**config.mk**
```make
export PLATFORM = sky130hd
export DESIGN_NAME = spi_char_sequencer
export DESIGN_NICKNAME = d
export VERILOG_FILES = /design/src/rtl/spi_char_sequencer.sv
export SDC_FILE = /design/constraint.sdc
export NUM_CORES = 1
export LEC_CHECK = 0
export ABC_AREA = 1
export CAP_MARGIN = 20
export CORE_ASPECT_RATIO = 0.7
export CORE_MARGIN = 2
export CORE_UTILIZATION = 50
export CTS_CLUSTER_SIZE = 28
export DETAILED_ROUTE_END_ITERATION = 10
export PLACE_DENSITY = 0.79
export SYNTH_ARGS = -nofsm -noshare
export SYNTH_HDL_FRONTEND = slang
export SYNTH_SLANG_ARGS = --single-unit
```
**constraint.sdc**
```tcl
create_clock -name S_SYSCLK -period 3.82 [get_ports S_SYSCLK]
set_clock_uncertainty 0.2 [all_clocks]
set_input_delay 0.573 -clock S_SYSCLK [delete_from_list [all_inputs] [get_ports S_SYSCLK]]
set_output_delay 0.573 -clock S_SYSCLK [all_outputs]
set_load 0.005 [all_outputs]
```
**src/rtl/spi_char_sequencer.sv**
```systemverilog
// spi_char_sequencer: frames CHAR_NBITS characters from a TX FIFO through an external char engine into an RX FIFO,
// with chip-select setup/hold timing around each frame.
module spi_char_fifo #(
  parameter int W = 32,
  parameter int DEPTH = 8,
  parameter bit PASS_FULL = 1'b0
) (
  input  logic         S_SYSCLK,
  input  logic         S_RESET,
  input  logic         push,
  input  logic [W-1:0] din,
  input  logic         pop,
  output logic [W-1:0] dout,
  output logic         full,
  output logic         empty
);
  localparam int AW = $clog2(DEPTH);
  logic [W-1:0] mem [DEPTH];
  logic [AW:0] wp, rp;
  logic do_push, do_pop;
  assign empty = wp == rp;
  assign full = (wp[AW] != rp[AW]) && (wp[AW-1:0] == rp[AW-1:0]);
  assign do_pop = pop && !empty;
  // PASS_FULL lets a push land on a full FIFO when the same edge frees a slot
  assign do_push = push && (!full || (PASS_FULL && do_pop));
  assign dout = mem[rp[AW-1:0]];
  always_ff @(posedge S_SYSCLK) begin
    if (S_RESET) begin
      wp <= '0;
      rp <= '0;
    end else begin
      if (do_push) wp <= wp + 1'b1;
      if (do_pop) rp <= rp + 1'b1;
    end
  end
  always_ff @(posedge S_SYSCLK)
    if (do_push && !S_RESET) mem[wp[AW-1:0]] <= din;
endmodule

module spi_char_sequencer #(
  parameter int CHAR_NBITS = 32,
  parameter int FIFO_DEPTH = 8,
  parameter int CS_DLY = 2
) (
  input  logic                  S_SYSCLK,
  input  logic                  S_RESET,
  input  logic                  S_ENABLE,
  input  logic                  S_TX_ONLY,
  input  logic                  S_XFER_START,
  input  logic [7:0]            S_XFER_NCHARS,
  output logic                  S_XFER_BUSY,
  output logic                  S_XFER_DONE,
  input  logic                  S_TX_WE,
  input  logic [CHAR_NBITS-1:0] S_TX_DATA,
  output logic                  S_TX_FULL,
  input  logic                  S_RX_RE,
  output logic [CHAR_NBITS-1:0] S_RX_DATA,
  output logic                  S_RX_EMPTY,
  output logic                  S_RX_OVF,
  input  logic                  S_OVF_CLR,
  output logic                  S_SPI_CS_N,
  output logic                  S_CHAR_GO,
  output logic [CHAR_NBITS-1:0] S_WCHAR,
  input  logic                  S_CHAR_DONE,
  input  logic [CHAR_NBITS-1:0] S_RCHAR
);
  typedef enum logic [2:0] {IDLE, CS_SETUP, LOAD, GO, WAIT, STORE, CS_HOLD} state_t;
  localparam int DW = CS_DLY > 1 ? $clog2(CS_DLY) : 1;
  localparam logic [DW-1:0] DLY_LAST = DW'(CS_DLY - 1);
  state_t state, state_nxt;
  logic [DW-1:0] dly;
  logic go_ph, done_q, done_rise;
  logic [8:0] cnt;
  logic tx_empty, tx_pop, rx_full, rx_push, ovf_set;
  logic [CHAR_NBITS-1:0] tx_head;
  assign done_rise = S_CHAR_DONE && !done_q;
  assign tx_pop = state == LOAD && state_nxt == GO;
  assign rx_push = state == STORE && S_ENABLE && !S_TX_ONLY;
  assign ovf_set = rx_push && rx_full && !S_RX_RE;
  assign S_XFER_BUSY = state != IDLE;
  assign S_SPI_CS_N = state == IDLE;
  assign S_CHAR_GO = state == GO;
  always_comb begin
    state_nxt = state;
    case (state)
      IDLE:     state_nxt = S_XFER_START ? CS_SETUP : IDLE;
      CS_SETUP: state_nxt = dly == DLY_LAST ? LOAD : CS_SETUP;
      LOAD:     state_nxt = tx_empty ? LOAD : GO;
      GO:       state_nxt = go_ph ? WAIT : GO;
      WAIT:     state_nxt = done_rise ? STORE : WAIT;
      STORE:    state_nxt = cnt == 9'd1 ? CS_HOLD : LOAD;
      CS_HOLD:  state_nxt = dly == DLY_LAST ? IDLE : CS_HOLD;
      default:  state_nxt = IDLE;
    endcase
    if (!S_ENABLE) state_nxt = IDLE;
  end
  always_ff @(posedge S_SYSCLK)
    state <= S_RESET ? IDLE : state_nxt;
  always_ff @(posedge S_SYSCLK) begin
    if (S_RESET) begin
      dly <= '0;
      go_ph <= 1'b0;
      done_q <= 1'b0;
      cnt <= '0;
      S_WCHAR <= '1;
      S_XFER_DONE <= 1'b0;
      S_RX_OVF <= 1'b0;
    end else begin
      dly <= state_nxt == state ? dly + 1'b1 : '0;
      go_ph <= state == GO && !go_ph;
      done_q <= S_CHAR_DONE;
      // an 8-bit count of zero becomes 256 via the ninth bit
      if (state == IDLE && state_nxt == CS_SETUP) cnt <= {S_XFER_NCHARS == 8'd0, S_XFER_NCHARS};
      else if (state == STORE && S_ENABLE) cnt <= cnt - 1'b1;
      if (tx_pop) S_WCHAR <= tx_head;
      S_XFER_DONE <= state == CS_HOLD && state_nxt == IDLE && S_ENABLE;
      S_RX_OVF <= ovf_set | (S_RX_OVF & ~S_OVF_CLR);
    end
  end
  spi_char_fifo #(.W(CHAR_NBITS), .DEPTH(FIFO_DEPTH), .PASS_FULL(1'b0)) u_tx (
    .S_SYSCLK(S_SYSCLK), .S_RESET(S_RESET), .push(S_TX_WE), .din(S_TX_DATA), .pop(tx_pop),
    .dout(tx_head), .full(S_TX_FULL), .empty(tx_empty)
  );
  spi_char_fifo #(.W(CHAR_NBITS), .DEPTH(FIFO_DEPTH), .PASS_FULL(1'b1)) u_rx (
    .S_SYSCLK(S_SYSCLK), .S_RESET(S_RESET), .push(rx_push), .din(S_RCHAR), .pop(S_RX_RE),
    .dout(S_RX_DATA), .full(rx_full), .empty(S_RX_EMPTY)
  );
endmodule

```
==> metrics.cfg <==
[floorplan]
initial_core_util = 0.5056
rows = 65
die-area_mm2 = 0.04723
core-area_mm2 = 0.04497
ios = 152
dieWidth_um = 258.9
die_h_um = 182.4

[yosys]
synth_seq_cells = 580
synth_edf_count = 512
syn_inst = 1880
ys.flop_type = edfxtp_1
syn-cell-area_mm2 = 0.02274
yosysTopAreaCellShare = 0.6762
yosys-top-cells-area = edfxtp_1 (68%), nor2_1 (6.6%), dfxtp_1 (6.0%), o21ai_0 (4.4%), nand2_1 (3.8%)
synth_top_cell_by_area = edfxtp_1
syn-num-nets = 1967
synth-async-reset-ratio = 0
seq_area_frac_synth = 0.7360
synth_warnings = 0
synthDistinctLibCells = 35
avgSynthCellArea_um2 = 12.09

[sta]
period_share = 0.9633
drv_slew = 0
max_slew_margin = 0.4416
final-hold-violation-count = 0
finalSetupTns_ns = 0
setup_viol = 0
rsz0062_at_grt = false
fmax_mhz = 271.8
post-route-min-period_ns = 3.680
worst_slew_pin_slew_ns = 0.8377

[clocking]
cts_buffer_depth = 3
clock_latency_ns = 0.58
path_clk_slew_ns = 0.07
ctsHoldBuffers = 0
cts_setup_buffers = 0
htree_levels = 2
cts_tree = built
cts.sinks = 580
cts_root_buf = clkbuf_16
cts-buffers-inserted = 53
cts_resized = 0

[routing]
ant_nets = 0
drc = 0
drtPass1Iterations = 5
routedWlPerCell_um = 19.78
first_iter_violations = 1748
wirelength_um = 52710
viasPerCell = 5.692
num_vias = 15170

[worst_setup_path]
cp.required_ns = 3.05
crit_chain = buf_4 > o21ai_0 > o22ai_1 > nor2_1 > a31oi_1 > clkdlybuf4s50_1
rrSetupSlack_ns = 0.90
path_buf_inv = 2
crit_fanout = 64
max_stage_delay_ns = 0.59
cpLargestDelayFamily = buffers and inverters
r2r-start = u_tx.rp[0]
worstRegToRegCells = 8
end_kind = output pin
worstPathArrival_ns = 2.91
worst_path_max_delay_cell = buf_4
path_class = reg2out
rr_endpoint = S_WCHAR[1]
worstSetupStartpointType = register

[placed_design]
finalWeightedCongestion = 0.8813
port_buffers = 151
hpwl_um = 29460

[global_route]
antenna_found_initial = 2
met2_usage = 0.3523
met1_usage = 0.3135
grt_overflow = 0
top_usage_layer = met2
grt_pass1_wl_um = 80730
first_global_vias = 14600
grt_use_total = 0.2192
grt_max_degree = 129
use_met3 = 0.03431

[pwr]
leakagePower_nw = 9.257
p_clk_frac = 0.390
switching_share = 0.2187
p_comb_frac = 0.071
power.density_mw_per_mm2 = 481.9
intPower_mw = 10.12
seqPwrFrac = 0.539
peakVddDrop_uv = 394.9
p_switching_mw = 2.831

[hold_path]
min_from = S_WCHAR[1]
hp-class = reg2reg
holdPathEnd = S_WCHAR[1]
hold_path_depth = 2

[cells_and_area]
fill_cells = 3369
syn_to_final_growth_pct = 18.18
drive_above_1_share = 0.07666
final_core_util = 0.5975
nets = 2103

[run]
cap_violations = 0

[status]
status = finished clean

worst reg2reg max path, cell delays in order (launching register included):
cell,delay (ns)
dfxtp_4,0.44
clkinv_2,0.08
buf_4,0.44
buf_4,0.74
nand2_1,0.13
a32o_1,0.28
a31oi_1,0.37
nand2_1,0.10
nand3_1,0.08
registers in the layout, indices dropped and copies added, names as in the netlist, 3 cells and up, named ones only:
name / cells
u_tx.rp: 4
u_tx.mem: 256
state: 3
u_tx.wp: 4
cnt: 9
u_rx.wp: 4
S_WCHAR: 32
u_rx.mem: 256
u_rx.rp: 4
final cells by class:
class / instances / area, um^2 / share of cell area
antenna: 1 / 2.502 / 0.00009313
multi-input combinational: 1134 / 5463 / 0.2033
timing repair buffer: 190 / 2012 / 0.07487
inverter: 57 / 220.2 / 0.008195
tap: 603 / 754.5 / 0.02808
sequential: 580 / 16740 / 0.6232
clock buffer: 74 / 1486 / 0.05532
clock inverter: 26 / 187.7 / 0.006985
cell families (layout without fill, tap and decap cells):
group,Yosys count,count (layout),synth area share
simple gates,731,731,0.1289
fa+ha+maj,6,6,0.003302
mux,1,1,0.0004402
flops,580,580,0.7360
buf+inv,166,347,0.02944
other cells,0,1,0
xor+xnor,13,13,0.005007
compound gates,383,383,0.09690
how the worst max path moves through the flow:
stage / from / to / cells past startpoint
4_1_cts: register / S_RX_DATA[12] / 6
6_report: register / S_RX_DATA[12] / 6
2_1_floorplan: S_RESET / u_tx.mem[0][0] / 5
3_3_place_gp: S_ENABLE / u_rx.mem[6][9] / 8
5_1_grt: register / S_RX_DATA[30] / 7
3_5_place_dp: S_ENABLE / u_rx.mem[6][11] / 8
placed cells by master, fill, tap and decap left out, drive strengths merged, types with 2 or more instances in the layout:
master         count
clkinvlp           5
edfxtp           512
nor3               7
a31oi             63
nor4               2
a21oi             49
ha                 6
nand4             15
nor2             407
xnor2              6
a32o              31
o21ai            203
dfxtp             68
buf               39
o22ai             33
inv               56
nand3             66
clkdlybuf4s50    151
o21bai             2
nand2            233
clkinv            21
xor2               7
clkbuf            74
synth_stat cells (all sizes together), types with 7 or more instances:
master,count
edfxtp,512
dfxtp,68
inv,55
xor2,7
a32o,31
o21ai,203
a31oi,63
buf,34
o22ai,33
nand2,233
clkbuf,75
nor2,407
nand3,66
a21oi,49
nand4,15
nor3,7
routing by layer:
metal	vias up	part of all wire
met5	-	0.00025
met4	2	0.021
met3	88	0.080
met2	669	0.47
met1	7398	0.43
li1	7011	-
power by group through the flow:
stage | Clock (mW) | Sequential (mW) | Combinational (mW)
floorplan | 0 | 7.11 | 0.452
global placement | 0 | 7.11 | 0.887
detailed placement | 0 | 7.11 | 0.915
CTS | 5.14 | 6.97 | 0.923
global route | 5.38 | 6.97 | 1.01
finish | 5.05 | 6.97 | 0.923
through the flow:
stage | setup WS, ns | cell area, um^2 | hold WS [ns] | power (mW) | std cells
after global placement | 0.6399 | 25160 | 0.2556 | 7.992 | 2563
after floorplan | 0.5519 | 22750 | 0.2481 | 7.557 | 1880
after CTS | 0.09587 | 26840 | 0.2729 | 13.04 | 2663
after detailed placement | 0.5781 | 25160 | 0.2552 | 8.024 | 2563
after global routing | 0.007548 | 26870 | 0.3010 | 13.37 | 2664
final | 0.1402 | 26870 | 0.2762 | 12.95 | 2665
Note: power is estimated with default switching activity, not from simulation.
